**src/rtl/mem_loader_pkg.sv**
```systemverilog
// Shared definitions for the memory loader: geometry defaults, loader state
// encoding and the start-request legality test.
package mem_loader_pkg;

    localparam int DEF_ADDR_W = 12;
    localparam int DEF_DEPTH  = 1 << DEF_ADDR_W;
    localparam int COUNT_W    = 13;

    typedef enum logic [1:0] {
        ST_IDLE  = 2'd0,
        ST_RECV  = 2'd1,
        ST_WRITE = 2'd2,
        ST_DONE  = 2'd3
    } loader_state_t;

    // A start is legal when the byte address is word-aligned and the word
    // count fits inside the data memory.
    function automatic logic start_ok(input logic [31:0]        base,
                                      input logic [COUNT_W-1:0] count,
                                      input int                 depth);
        return (base[1:0] == 2'b00) && (int'(count) <= depth);
    endfunction

endpackage

```
**src/rtl/mem_loader_if.sv**
```systemverilog
// Loader bus: load request, upstream byte stream, data-memory write port and
// status outputs. The slave side is the loader, the master side its environment.
interface mem_loader_if
    import mem_loader_pkg::*;
#(
    parameter int ADDR_W = DEF_ADDR_W
);
    logic               start;
    logic [31:0]        base_addr;
    logic [COUNT_W-1:0] word_count;
    logic               byte_valid;
    logic [7:0]         byte_data;
    logic               byte_ready;
    logic               mem_we;
    logic [ADDR_W-1:0]  mem_addr;
    logic [31:0]        mem_wdata;
    logic               mem_stall;
    logic               core_hold;
    logic               busy;
    logic               done;
    logic               err;

    modport slave (
        input  start, base_addr, word_count, byte_valid, byte_data, mem_stall,
        output byte_ready, mem_we, mem_addr, mem_wdata, core_hold, busy, done, err
    );

    modport master (
        output start, base_addr, word_count, byte_valid, byte_data, mem_stall,
        input  byte_ready, mem_we, mem_addr, mem_wdata, core_hold, busy, done, err
    );

endinterface

```
**src/rtl/mem_loader_byte_packer.sv**
```systemverilog
// Byte packer: collects four little-endian stream bytes into one 32-bit word.
// The assembled word is only published when the fourth byte arrives, so the
// write data stays stable between words.
module mem_loader_byte_packer (
    input  logic        clk,
    input  logic        rst,
    input  logic        clear,
    input  logic        byte_fire,
    input  logic [7:0]  byte_data,
    output logic        word_done,
    output logic [31:0] wdata
);

    logic [1:0]  lane_reg;
    logic [31:0] wdata_reg;

    assign word_done = byte_fire && (lane_reg == 2'd3);
    assign wdata     = wdata_reg;

    // Holding registers for lanes 0..2; lane 3 goes straight into the word.
    genvar gi;
    generate
        for (gi = 0; gi < 3; gi++) begin : g_lane
            logic [7:0] lane_byte_reg;

            // Capture the byte when the lane counter points at this lane.
            always_ff @(posedge clk) begin
                if (rst) begin
                    lane_byte_reg <= '0;
                end else if (byte_fire && (lane_reg == 2'(gi))) begin
                    lane_byte_reg <= byte_data;
                end
            end
        end
    endgenerate

    // Lane counter and published word; a clear restarts the word at lane 0.
    always_ff @(posedge clk) begin
        if (rst) begin
            lane_reg  <= 2'd0;
            wdata_reg <= '0;
        end else if (clear) begin
            lane_reg <= 2'd0;
        end else if (byte_fire) begin
            lane_reg <= lane_reg + 2'd1;
            if (lane_reg == 2'd3) begin
                wdata_reg <= {byte_data,
                              g_lane[2].lane_byte_reg,
                              g_lane[1].lane_byte_reg,
                              g_lane[0].lane_byte_reg};
            end
        end
    end

endmodule

```
**src/rtl/mem_loader.sv**
```systemverilog
// Memory loader: streams bytes from upstream into consecutive words of the
// data memory while holding the core in reset, then pulses done.
module mem_loader
    import mem_loader_pkg::*;
#(
    parameter int ADDR_W = DEF_ADDR_W,
    parameter int DEPTH  = DEF_DEPTH
) (
    input logic          clk,
    input logic          rst,
    mem_loader_if.slave  bus
);

    loader_state_t      state_reg;
    logic [ADDR_W-1:0]  addr_reg;
    logic [COUNT_W-1:0] remaining_reg;
    logic               byte_ready_reg;
    logic               mem_we_reg;
    logic               busy_reg;
    logic               done_reg;
    logic               err_reg;

    logic               start_legal;
    logic               pack_clear;
    logic               byte_fire;
    logic               word_done;
    logic [31:0]        pack_wdata;
    logic               unused_base_bits;

    assign start_legal      = start_ok(bus.base_addr, bus.word_count, DEPTH);
    assign pack_clear       = (state_reg == ST_IDLE) && bus.start;
    assign byte_fire        = bus.byte_valid && byte_ready_reg;
    assign unused_base_bits = ^bus.base_addr[31:ADDR_W+2];

    mem_loader_byte_packer u_packer (
        .clk       (clk),
        .rst       (rst),
        .clear     (pack_clear),
        .byte_fire (byte_fire),
        .byte_data (bus.byte_data),
        .word_done (word_done),
        .wdata     (pack_wdata)
    );

    // Load sequencer with registered handshake and status outputs.
    always_ff @(posedge clk) begin
        if (rst) begin
            state_reg      <= ST_IDLE;
            addr_reg       <= '0;
            remaining_reg  <= '0;
            byte_ready_reg <= 1'b0;
            mem_we_reg     <= 1'b0;
            busy_reg       <= 1'b0;
            done_reg       <= 1'b0;
            err_reg        <= 1'b0;
        end else begin
            done_reg <= 1'b0;
            err_reg  <= 1'b0;
            case (state_reg)
                ST_IDLE: begin
                    if (bus.start) begin
                        if (start_legal) begin
                            addr_reg      <= bus.base_addr[ADDR_W+1:2];
                            remaining_reg <= bus.word_count;
                            busy_reg      <= 1'b1;
                            if (bus.word_count != '0) begin
                                state_reg      <= ST_RECV;
                                byte_ready_reg <= 1'b1;
                            end else begin
                                state_reg <= ST_DONE;
                                done_reg  <= 1'b1;
                            end
                        end else begin
                            err_reg <= 1'b1;
                        end
                    end
                end
                ST_RECV: begin
                    if (word_done) begin
                        state_reg      <= ST_WRITE;
                        byte_ready_reg <= 1'b0;
                        mem_we_reg     <= 1'b1;
                    end
                end
                ST_WRITE: begin
                    if (!bus.mem_stall) begin
                        mem_we_reg    <= 1'b0;
                        addr_reg      <= addr_reg + ADDR_W'(1);
                        remaining_reg <= remaining_reg - COUNT_W'(1);
                        if (remaining_reg == COUNT_W'(1)) begin
                            state_reg <= ST_DONE;
                            done_reg  <= 1'b1;
                        end else begin
                            state_reg      <= ST_RECV;
                            byte_ready_reg <= 1'b1;
                        end
                    end
                end
                ST_DONE: begin
                    state_reg <= ST_IDLE;
                    busy_reg  <= 1'b0;
                end
                default: begin
                    state_reg <= ST_IDLE;
                end
            endcase
        end
    end

    assign bus.byte_ready = byte_ready_reg;
    assign bus.mem_we     = mem_we_reg;
    assign bus.mem_addr   = addr_reg;
    assign bus.mem_wdata  = pack_wdata;
    assign bus.core_hold  = busy_reg;
    assign bus.busy       = busy_reg;
    assign bus.done       = done_reg;
    assign bus.err        = err_reg;

endmodule

```
**src/flat_wrapper.sv**
```systemverilog
// flat-port wrapper written by rule: the top's interface ports become plain ports
module mem_loader_flat import mem_loader_pkg::*;
#(
    parameter int ADDR_W = DEF_ADDR_W,
    parameter int DEPTH  = DEF_DEPTH
)
  (clk, rst, bus_start, bus_base_addr, bus_word_count, bus_byte_valid, bus_byte_data, bus_mem_stall, bus_byte_ready, bus_mem_we, bus_mem_addr, bus_mem_wdata, bus_core_hold, bus_busy, bus_done, bus_err);
  mem_loader_if #(.ADDR_W(ADDR_W)) bus_i ();
  input logic clk;
  input logic rst;
  input wire logic [$bits(bus_i.start)-1:0] bus_start;
  input wire logic [$bits(bus_i.base_addr)-1:0] bus_base_addr;
  input wire logic [$bits(bus_i.word_count)-1:0] bus_word_count;
  input wire logic [$bits(bus_i.byte_valid)-1:0] bus_byte_valid;
  input wire logic [$bits(bus_i.byte_data)-1:0] bus_byte_data;
  input wire logic [$bits(bus_i.mem_stall)-1:0] bus_mem_stall;
  output wire logic [$bits(bus_i.byte_ready)-1:0] bus_byte_ready;
  output wire logic [$bits(bus_i.mem_we)-1:0] bus_mem_we;
  output wire logic [$bits(bus_i.mem_addr)-1:0] bus_mem_addr;
  output wire logic [$bits(bus_i.mem_wdata)-1:0] bus_mem_wdata;
  output wire logic [$bits(bus_i.core_hold)-1:0] bus_core_hold;
  output wire logic [$bits(bus_i.busy)-1:0] bus_busy;
  output wire logic [$bits(bus_i.done)-1:0] bus_done;
  output wire logic [$bits(bus_i.err)-1:0] bus_err;
  assign bus_i.start = bus_start;
  assign bus_i.base_addr = bus_base_addr;
  assign bus_i.word_count = bus_word_count;
  assign bus_i.byte_valid = bus_byte_valid;
  assign bus_i.byte_data = bus_byte_data;
  assign bus_i.mem_stall = bus_mem_stall;
  assign bus_byte_ready = bus_i.byte_ready;
  assign bus_mem_we = bus_i.mem_we;
  assign bus_mem_addr = bus_i.mem_addr;
  assign bus_mem_wdata = bus_i.mem_wdata;
  assign bus_core_hold = bus_i.core_hold;
  assign bus_busy = bus_i.busy;
  assign bus_done = bus_i.done;
  assign bus_err = bus_i.err;
  mem_loader #(.ADDR_W(ADDR_W), .DEPTH(DEPTH)) u_core (.clk(clk), .rst(rst), .bus(bus_i));
endmodule
```
**config.mk**
```make
export PLATFORM = sky130hd
export DESIGN_NAME = mem_loader_flat
export DESIGN_NICKNAME = d
export VERILOG_FILES = /design/src/rtl/mem_loader_pkg.sv /design/src/rtl/mem_loader_if.sv /design/src/rtl/mem_loader_byte_packer.sv /design/src/rtl/mem_loader.sv /design/src/flat_wrapper.sv
export SDC_FILE = /design/constraint.sdc
export NUM_CORES = 1
export LEC_CHECK = 0
export ABC_AREA = 1
export CAP_MARGIN = 10
export CORE_UTILIZATION = 40
export DETAILED_ROUTE_END_ITERATION = 8
export PLACE_DENSITY = 0.67
export SLEW_MARGIN = 15
export SYNTH_ARGS = -nofsm -noshare
export SYNTH_HDL_FRONTEND = slang
export SYNTH_SLANG_ARGS = --single-unit
export TNS_END_PERCENT = 100
```
**constraint.sdc**
```tcl
create_clock -name clk -period 1.5 [get_ports clk]
set_input_delay 0.3 -clock clk [delete_from_list [all_inputs] [get_ports clk]]
set_output_delay 0.3 -clock clk [all_outputs]
set_load 0.01 [all_outputs]
```
After elaboration in Yosys (flattened, before gate mapping)
Cells that the tools add are included.
{"block": "op_classes", "eq_ne": 13, "n_reduce_logical": 23, "bitwise_logic": 3, "addsub": 3, "muxes": 35, "order_cmp": 1}
{"operator": "$mux 13", "count": 3}
{"operator": "$mux 12", "count": 3}
{"operator": "$pmux 13 s2", "count": 1}
{"operator": "$pmux 12 s2", "count": 1}
{"operator": "$mux 1", "count": 16}
{"operator": "$eq 13x1->1 const B", "count": 1}
{"operator": "$le 13x13->1 const B", "count": 1}
{"operator": "$reduce_bool 13->1", "count": 1}
{"operator": "$sub 13x1->13 const B", "count": 1}
{"operator": "$add 12x1->12 const B", "count": 1}
{"operator": "$mux 2", "count": 6}
{"operator": "$ne 2x2->1 const B", "count": 5}
{"operator": "$reduce_and 3->1", "count": 3}
{"operator": "$eq 2x2->1 const B", "count": 4}
{"operator": "$pmux 2 s4", "count": 1}
{"operator": "$reduce_and 4->1", "count": 2}
{"operator": "$logic_and 1x1->1", "count": 7}
{"operator": "$reduce_and 7->1", "count": 1}
{"operator": "$logic_not 2->1", "count": 3}
{"operator": "$pmux 1 s2", "count": 3}
{"operator": "$reduce_bool 2->1", "count": 3}
{"operator": "$eq 2x1->1 const B", "count": 2}
{"operator": "$not 1->1", "count": 3}
{"operator": "$pmux 1 s3", "count": 1}
{"operator": "5 further kinds", "count": 5}
{"block": "totals", "ff_bits": 90, "input_bits": 58, "output_inout_bits": 50}

Depth between registers and ports, before layout
{"block": "logic_depth", "ltp_word": 5, "ltp_mapped": 12, "ltp_nobuf": 11}

Hierarchy
Synthesis repeated with hierarchy kept, for this count alone.
{"block": "hier_totals", "cells_unflattened": 714, "hier_area_um2": 4496.8}
{"mod": "mem_loader_byte_packer", "seq_area_each_um2": 1161.1, "cells_per_inst": 328, "area_each_um2": 2298.5, "instances": 1}
{"mod": "mem_loader", "seq_area_each_um2": 640.6, "cells_per_inst": 386, "area_each_um2": 2198.4, "instances": 1}

Least setup slack after synthesis
No wires, ideal clock.
{"block": "synth_path", "path_type": "reg-to-reg", "start": "register u_core.addr_reg[0] (netlist: u_core.bus.mem_addr[0])", "end": "register u_core.addr_reg[4] (netlist: u_core.bus.mem_addr[4])", "arrival_ns": 1.362, "period_less_slack_ns": 1.477, "path_stages_with_launch": 11, "slack_ns": 0.023, "path_cell_list": "dfxtp_1 -> ha_1 -> nand2_1 -> nor2_1 -> nand2_1 -> nand2_1 -> nor2_1 -> a21oi_1 -> nand3_1 -> nand2_1 -> nor2_1"}
{"block": "synth_via", "elab_chain_cells": 3}
{"element": "start, declared", "line_no": "mem_loader.sv:15", "source": "logic [ADDR_W-1:0] addr_reg;"}
{"element": "start signal, assigned", "line_no": "mem_loader.sv:63", "source": "addr_reg <= bus.base_addr[ADDR_W+1:2];"}
{"element": "start signal, assigned", "line_no": "mem_loader.sv:88", "source": "addr_reg <= addr_reg + ADDR_W'(1);"}
{"element": "$add 12x1->12", "line_no": "mem_loader.sv:88"}
{"element": "$mux 12", "line_no": "mem_loader.sv:86", "source": "if (!bus.mem_stall) begin"}
{"element": "$pmux 12 s2", "line_no": "mem_loader.sv:59", "source": "case (state_reg)"}
Every way passes these cells. The select of a mux whose other input is x is not followed.
A chain may end at the register's enable or synchronous reset.

Worst setup path in the final report
{"block": "layout_path", "start": "register u_core.state_reg[0]", "end": "register u_core.byte_ready_reg (netlist: u_core.bus.byte_ready)"}
{"block": "layout_via", "elab_chain_cells": 3, "elab_cells_between_ends": 12, "cone_classes": "eq/ne: 8; mux: 1; reduce/logical: 3"}
{"element": "start, declared", "line_no": "mem_loader.sv:14", "source": "loader_state_t state_reg;"}
{"element": "start signal, assigned", "line_no": "mem_loader.sv:48", "source": "state_reg <= ST_IDLE;"}
{"element": "start signal, assigned", "line_no": "mem_loader.sv:67", "source": "state_reg <= ST_RECV;"}
{"element": "start signal, assigned", "line_no": "mem_loader.sv:70", "source": "state_reg <= ST_DONE;"}
{"element": "$eq 2x2->1, or another cell as far along", "line_no": "mem_loader.sv:59"}
{"element": "$ne 2x2->1 (no line), or another cell as far along"}
{"element": "$reduce_and 7->1 (no line)"}
{"element": "end signal, assigned", "line_no": "mem_loader.sv:51", "source": "byte_ready_reg <= 1'b0;"}
{"element": "end signal, assigned", "line_no": "mem_loader.sv:68", "source": "byte_ready_reg <= 1'b1;"}
{"element": "end signal, assigned", "line_no": "mem_loader.sv:81", "source": "byte_ready_reg <= 1'b0;"}
{"element": "end, declared", "line_no": "mem_loader.sv:17", "source": "logic byte_ready_reg;"}
Parallel ways exist; a longest one is shown, timed or not.

==> results by group <==
Setup path
  – Family with the most delay on the worst path: buffers and inverters
  – Worst path cell trace: buf_4, nor2_4, buf_4, inv_1, o21ai_0, nor2_1, nand2_1, nor2_1, a21oi_1, nor2_1
  – CP startpoint kind: register
  – Crit Reg-Reg Endpoint: u_core.bus.byte_ready$_SDFFE_PP0P_
  – Worst path buffer plus inverter count: 3
  – Max FO, Critical Path: 4
  – Crit path from: u_core.state_reg[0]$_SDFFE_PP0P_
  – Flop-to-flop setup slack: 0.04 ns
  – Crit-path max cell delay: 0.34 ns
  – CP Capture Type: register
  – Crit path top cell by count: nor2_1
  – Reg2reg path depth: 10
  – Req. time, crit path: 1.76 ns
  – Critical-path top delay cell: dfxtp_2
  – Reg2reg start: u_core.state_reg[0]$_SDFFE_PP0P_
  – Worst EP arrival: 1.72 ns
  – CP Class: reg -> reg

Cells and area
  – Fraction of layout cells with a size suffix above 1: 0.186
  – Nets: 845
  – Finished Cell Area: 0.00620 mm²
  – P&R area growth vs syn: 43.4%
  – Finished Layout Cells: 921
  – Max reg flops: 32
  – Final core occ: 0.595
  – N_diodes: 0

Synth
  – Syn nets: 700
  – Cells after synthesis: 635
  – Area leader, netlist: dfxtp_1
  – Yosys warnings: 0
  – Library cells used by synthesis: 28
  – Post-Syn Area: 0.00432 mm²
  – Avg Cell Area, Syn: 6.81 µm²
  – Sequential area share after synthesis: 0.417
  – Seq cells post-synth: 90
  – Top cell type's share of synthesized area: 0.417
  – Synth area leaders: dfxtp_1, nand2_1, nor2_1, a21oi_1, o21ai_0

STA
  – Worst-margin pin slew: 0.375 ns
  – Unrepaired setup endpoints after global routing: true
  – Setup-failing EPs final: 0
  – Relative slew slack: 0.749
  – Fin Clk Skew: 0.00914 ns
  – Final count of hold timing violations: 0
  – Hold WS: 0.421 ns
  – TNS Setup: 0 ns
  – Final min period: 1.46 ns
  – Fin crit share: 0.971
  – Setup ws final: 0.0437 ns
  – Final slew viol count: 0
  – Fmax: 687 MHz

Power and ir drop
  – IR Drop Worst-Case VDD: 0.479 mV
  – Total power: 5.39 mW
  – Leak pwr: 2.84 nW
  – Pwr Density: 871 mW/mm²

Placement
  – DP Area: 0.00581 mm²
  – DP Worst Slack: -0.465 ns
  – Count of input and output buffers: 89
  – Gp weighted congestion: 0.803
  – Cell count after placement: 896
  – Post-DP HPWL: 8800 µm

Job
  – Max_cap viols: 0

Clock network
  – Num CTS Buffers: 9
  – H-tree levels: 3
  – CTS Buffer Depth: 2
  – Clk_lat worst skew: 0.36 ns
  – CTS tree: yes
  – Root Driver: clkbuf_8
  – Worst-path clk slew: 0.10 ns
  – CTS sink cnt: 90

Run status
  – Outcome: complete, no violations

Global routing
  – Pin count of the biggest net entering global routing: 45
  – Vias in the first global route: 4607
  – Initial antenna violation count: 0
  – Total grt overflow: 0
  – First-pass GRT wire length: 21000 µm
  – GRT Util Overall: 0.235

Min path
  – Hold-critical path endpoint: u_core.remaining_reg[9]$_SDFFE_PP0P_
  – Hold_sp: bus_word_count[9]
  – Hold Crit Depth: 5
  – Min-delay worst type: in -> reg

Floorplanning
  – Chip Width: 106 µm
  – Die area: 0.0112 mm²
  – Core ar.: 0.0104 mm²
  – Initial Util: 0.415
  – # IOs: 108
  – Row cnt: 37
  – Die height: 106 µm

Route
  – Remaining DRCs: 0
  – Final WL: 12700 µm
  – Post-route ant nets: 0
  – Routed vias: 4673
  – Vias per Instance: 5.07
  – Number of detailed-route iterations in the first pass: 5
  – Initial DRC Count: 285
  – WL/cell: 13.8 µm
## worst reg2reg max path, stage by stage, from the launching register on
cell and delay (ns):
dfxtp_2 0.34, buf_4 0.14, nor2_4 0.11, buf_4 0.20, inv_1 0.05, o21ai_0 0.16
nor2_1 0.08, nand2_1 0.06, nor2_1 0.04, a21oi_1 0.12, nor2_1 0.05
## layout make-up
class	instances	area (µm²)
fill	1011	4220
sequential	90	1820
clock inverter	7	92.6
clock buffer	9	124
inverter	47	176
timing repair buffer	161	1490
multi-input combinational	471	2320
tap	136	170
## logic make-up (layout without fill, tap and decap cells)
| logic type | after synthesis | count (layout) | share of synthesized area |
|---|---|---|---|
| and+or+nand+nor | 333 | 337 | 0.333 |
| AOI/OAI and AO/OA | 125 | 125 | 0.147 |
| DFF | 90 | 90 | 0.417 |
| buffers and inverters | 78 | 224 | 0.0785 |
| adders and majority gates | 7 | 7 | 0.0203 |
| xor gates and xnor gates | 1 | 1 | 0.00203 |
| muxes | 1 | 1 | 0.00232 |
## Yosys cell counts
library cell,number
nor3_1,2
xor2_1,1
dfxtp_1,90
nand3b_1,6
clkbuf_1,14
nand2_8,2
nor2_4,1
clkinv_1,1
buf_6,2
nand4_1,7
or2_2,2
o21ai_1,2
buf_4,5
o21ai_0,60
inv_1,44
or2_1,3
inv_2,2
buf_2,10
nand2_4,1
nor2_1,114
nand3_1,49
o21ai_4,1
nor3b_1,1
nand2_1,137
a21oi_1,62
ha_1,7
mux2i_1,1
nand2_2,8
## repair_timing
| item | CTS | global route |
|---|---|---|
| hold buffers | 0 | 0 |
| cloned | 5 | 0 |
| setup buffers | 5 | 0 |
| setup endpoints to repair | 84 | 45 |
| pin swaps | 14 | 16 |
| hold endpoints to repair | 0 | 0 |
| gates resized for setup | 81 | 37 |
## power by group
| part | internal, mW | leakage [nW] | switching, mW |
|---|---|---|---|
| logic | 0.492 | 2.00 | 0.591 |
| clock network | 0.817 | 0.109 | 0.964 |
| registers | 2.46 | 0.735 | 0.0674 |
## placed cells by master, fill, tap and decap left out, drive strengths merged
master           n
a21oi           62
buf             72
bufinv           1
clkbuf           9
clkdlybuf4s15    4
clkdlybuf4s50   27
clkinv           3
dfxtp           90
dlygate4sd2     58
ha               7
inv             50
mux2i            1
nand2          152
nand3           49
nand3b           6
nand4            7
nor2           115
nor3             2
nor3b            1
o21ai           63
or2              5
xor2             1
## worst max path at each step
| stage | to | slack, ns | depth (start not counted) |
|---|---|---|---|
| after floorplan | u_core.bus.mem_addr[4]$_SDFFE_PP0P_ | 0.02 | 10 |
| after global placement | u_core.bus.mem_addr[9]$_SDFFE_PP0P_ | -0.46 | 11 |
| after detailed placement | u_core.bus.mem_addr[7]$_SDFFE_PP0P_ | -0.46 | 12 |
| after CTS | u_core.bus.done$_SDFF_PP0_ | 0.02 | 6 |
| after global routing | u_core.bus.byte_ready$_SDFFE_PP0P_ | -0.04 | 10 |
| final | u_core.bus.byte_ready$_SDFFE_PP0P_ | 0.04 | 10 |
## layer usage
metal / share of wire / wire, µm / track usage
met1: 0.43 / 5540 / 0.292
met2: 0.49 / 6240 / 0.413
met3: 0.059 / 750 / 0.0349
met4: 0.016 / 204 / 0.0863
met5: 0 / 0 / 0
(Power assumes the default switching activity.)
==> edit 1: new RTL, same flow settings <==
Change the package constant `DEF_ADDR_W` from 12 to 11.
--- a/src/rtl/mem_loader_pkg.sv
+++ b/src/rtl/mem_loader_pkg.sv
@@ -2,7 +2,7 @@
 // encoding and the start-request legality test.
 package mem_loader_pkg;
 
-    localparam int DEF_ADDR_W = 12;
+    localparam int DEF_ADDR_W = 11;
     localparam int DEF_DEPTH  = 1 << DEF_ADDR_W;
     localparam int COUNT_W    = 13;
 
Ports: changed (resized bus_mem_addr); port bits go from 108 to 107. No check against the original RTL was run, so the function may have changed too.
==> edit 1 against the unedited design <==
Synthesized area down 4.0%. First-iteration DRC count fell by 28%. Synthesized cell count is 3.5% lower. Critical endpoint is now u_core.remaining_reg[11]. Sequential cell count shrank 1. Critical path type is now input port to flip-flop. Sequential share of layout area increased by 0.97 points. Largest power group unchanged. Power down 10%. Die area down 3.9%. Routed wire length is 9.3% lower. Design area is 4.4% lower. Setup slack worse by 21 ps. Via count decreased by 7.2%.
==> edit 1: results (changes against the unedited design) <==
metric,value,unit,change
wire_per_inst,13.1,um,was 13.8 um
placedCellCount,856,,was 896
syn_area_per_cell,6.77,um2,was 6.81 um2
wl,11600,um,was 12700 um
r2r_slack,100,ps,was 40 ps
largest_reg_flops,32,,unchanged
cp_data_arrival_time,1760,ps,was 1720 ps
nets,811,,was 845
grt_pass1_vias,3898,,was 4607
status,"finished, final reports clean",,unchanged
gp_congestion,0.901,,was 0.803
critPathSlowestCell,clkdlybuf4s50_1,,was dfxtp_2
place_area,5500,um2,was 5810 um2
portBuffers,87,,was 89
leakage,2.82,nW,was 2.84 nW
grt_pass1_wl,18600,um,was 21000 um
synth_cell_types,27,,was 28
cp_max_fo,13,,was 4
grt_max_degree,30,,was 45
first_iter_violations,204,,was 285
tightest_slew,364,ps,was 375 ps
viasPerCell,4.90,,was 5.07
yosys-top-cells-count,"nand2_1, nor2_1, dfxtp_1",,unchanged
wl_met1,5630,um,was 5540 um
peakVddDrop,0.419,mV,was 0.479 mV
drive_gt1_share,16.9,%,was 18.6%
==> edit 1: cell count changes after synthesis, sizes merged, moves of 2 or more <==
cell | unedited run | this run
nand4 | 7 | 4
or2 | 5 | 3
a21oi | 62 | 58
nand2 | 148 | 138
nand3 | 49 | 47
inv | 46 | 44
==> edit 1: cells by family (layout without fill, tap and decap cells) <==
family	count (synthesis)	count (layout)	synth area share [%]
adder cells (fa/ha/maj)	7	7	2.11
flip-flops	89	89	42.9
buffers and inverters	75	212	7.51
AND/OR/NAND/NOR	318	319	32.1
AO/OA/AOI/OAI	121	121	14.7
multiplexers	1	1	0.241
XOR/XNOR	2	2	0.422
==> edit 1: critical path, delay by kind of cell <==
family / cells / cell delay (ps)
AND/OR/NAND/NOR: 8 / 1020
buffers and inverters: 1 / 440
==> edit 1: where the power goes <==
group          internal [W]  switching (W)
clock network      0.000649       0.000960
logic              0.000374       0.000406
registers           0.00241      0.0000435
total               0.00344        0.00141
==> edit 1: final timing paths <==
check                                                   from                                         end  depth (start not counted)
hold / removal                             bus_word_count[6]                     u_core.remaining_reg[6]                          5
setup reg to reg                      u_core.bus.mem_addr[2]                      u_core.bus.mem_addr[9]                          8
hold reg to reg   u_core.u_packer.g_lane[1].lane_byte_reg[6]  u_core.u_packer.g_lane[1].lane_byte_reg[6]                          2
setup / recovery                          bus_word_count[11]                    u_core.remaining_reg[11]                          9
==> edit 1: layout make-up <==
type | count | area, um2
inverters | 45 | 174
flip-flops and latches | 89 | 1800
multi-input cells | 450 | 2150
clock buffers | 9 | 124
clock inverters | 7 | 70.1
fillers | 951 | 3980
well taps | 133 | 166
repair buffers | 151 | 1440
==> edit 1: what timing repair did <==
action | 4_1_cts | 5_1_grt
pin swaps | 0 | 14
gates cloned | 0 | 4
gates resized for setup | 61 | 44
buffers inserted | 0 | 8
hold buffers | 0 | 0
setup endpoints to repair | 62 | 41
==> edit 1: metrics by stage <==
| step | setup slack (ps) | utilization, % | TNS (ps) |
|---|---|---|---|
| after global placement | -310 | 55.5 | -16000 |
| after detailed placement | -419 | 55.5 | -20660 |
| after floorplan | 29.4 | - | 0 |
| final | 23.0 | 59.8 | 0 |
| after CTS | 18.0 | 57.1 | 0 |
| after global routing | -24.2 | 59.8 | -54.2 |
==> edit 1: routing by layer <==
metal	global-route usage, %	vias up
met1	29.9	1983
li1	-	2240
met2	32.9	107
met4	7.24	0
met5	0	-
met3	2.83	6
==> edit 2: new RTL, same flow settings <==
Made on the original files. Re-encode `loader_state_t` (4 states) as one-hot, 4 bits wide.
--- a/src/rtl/mem_loader_pkg.sv
+++ b/src/rtl/mem_loader_pkg.sv
@@ -6,11 +6,11 @@
     localparam int DEF_DEPTH  = 1 << DEF_ADDR_W;
     localparam int COUNT_W    = 13;
 
-    typedef enum logic [1:0] {
-        ST_IDLE  = 2'd0,
-        ST_RECV  = 2'd1,
-        ST_WRITE = 2'd2,
-        ST_DONE  = 2'd3
+    typedef enum logic [3:0] {
+        ST_IDLE  = 4'b0001,
+        ST_RECV  = 4'b0010,
+        ST_WRITE = 4'b0100,
+        ST_DONE  = 4'b1000
     } loader_state_t;
 
     // A start is legal when the byte address is word-aligned and the word
Behaviour: same outputs for any inputs over 4 cycles, from zero or initial values and one cycle with rst high; so few cycles prove little.
==> edit 2 against the unedited design <==
The flow now finishes with violations (setup timing). Design area up 4.2%. Synthesized cell count up 3.5%. Routed wire length up 0.59%. Synthesized area up 0.29%. Utilization up 2.5 points. Via count up 1.8%. Hold slack worse by 41 ps. Largest cell class unchanged. Setup slack worse by 100 ps. Sequential cell count up 2. Clock skew up 2.6 ps. First-iteration DRC count up 11%.
Power is not compared: it rests on default switching activity, and its combinational part moved more than twofold at a synthesized area within 25%.
==> edit 2: results (changes against the unedited design) <==
metric,value,unit,change
clock_cell_area_share,3.02,%,was 3.49%
wl,12800,um,was 12700 um
crit_family,simple AND/OR/NAND/NOR gates,,was buffers and inverters
place_area,5700,um2,was 5810 um2
nets,869,,was 845
gr-usage-met2,37.6,%,was 41.3%
fin_ws,-59.0,ps,was 43.7 ps
synth_area_leaders,"dfxtp_1, nand2_1, nor2_1",,unchanged
grtUsageTotal,22.2,%,was 23.5%
rr_worst_depth,11,,was 10
syn_area_per_cell,6.60,um2,was 6.81 um2
syn_inst,657,,was 635
nFlopsAndLatches,92,,was 90
grt_pass1_vias,4399,,was 4607
tightest_slew,307,ps,was 375 ps
cts_resized,98,,was 81
violations,setup timing,,
post_cts_buffers,16,,was 5
r2r_start,u_core.state_reg[2],,was u_core.state_reg[0]
cpPeakStageDelay,370,ps,was 340 ps
synth-compound-area-share,11.3,%,was 14.7%
buf_share,24.8,%,was 24.0%
yosysSeqAreaShare,42.5,%,was 41.7%
fill_cells,975,,was 1011
setup_viol,26,,was 0
synth_cell_types,30,,was 28
synthXorXnorAreaFrac,0.808,%,was 0.203%
status,finished with violations,,"was finished, final reports clean"
nMultiInputCombCells,482,,was 471
grt_pass1_wl,20100,um,was 21000 um
-- edit 2: metal layers --
layer  routed length, um  up-vias
met1                5550     2184
met3                 794       25
li1                    -     2379
met2                6220      170
met4                 245        0
met5                   0        -
-- edit 2: kinds of logic (layout without fill, tap and decap cells) --
logic type | Yosys count | in the layout
and+or+nand+nor | 377 | 377
AOI/OAI and AO/OA | 94 | 94
DFF | 92 | 92
buffers and inverters | 83 | 235
adders and majority gates | 7 | 7
xor gates and xnor gates | 4 | 4
-- edit 2: stage by stage --
| stage | total power, W | util (%) | hold WS (ps) | setup TNS [ps] |
|---|---|---|---|---|
| finish | 0.00674 | 62.0 | 380 | -719 |
| global route | 0.00713 | 62.0 | 412 | -4950 |
| CTS | 0.00633 | 58.9 | 377 | 0 |
| detailed placement | 0.00450 | 54.7 | 450 | -22060 |
| global placement | 0.00445 | 54.7 | 442 | -20390 |
| floorplan | 0.00380 | - | 430 | 0 |
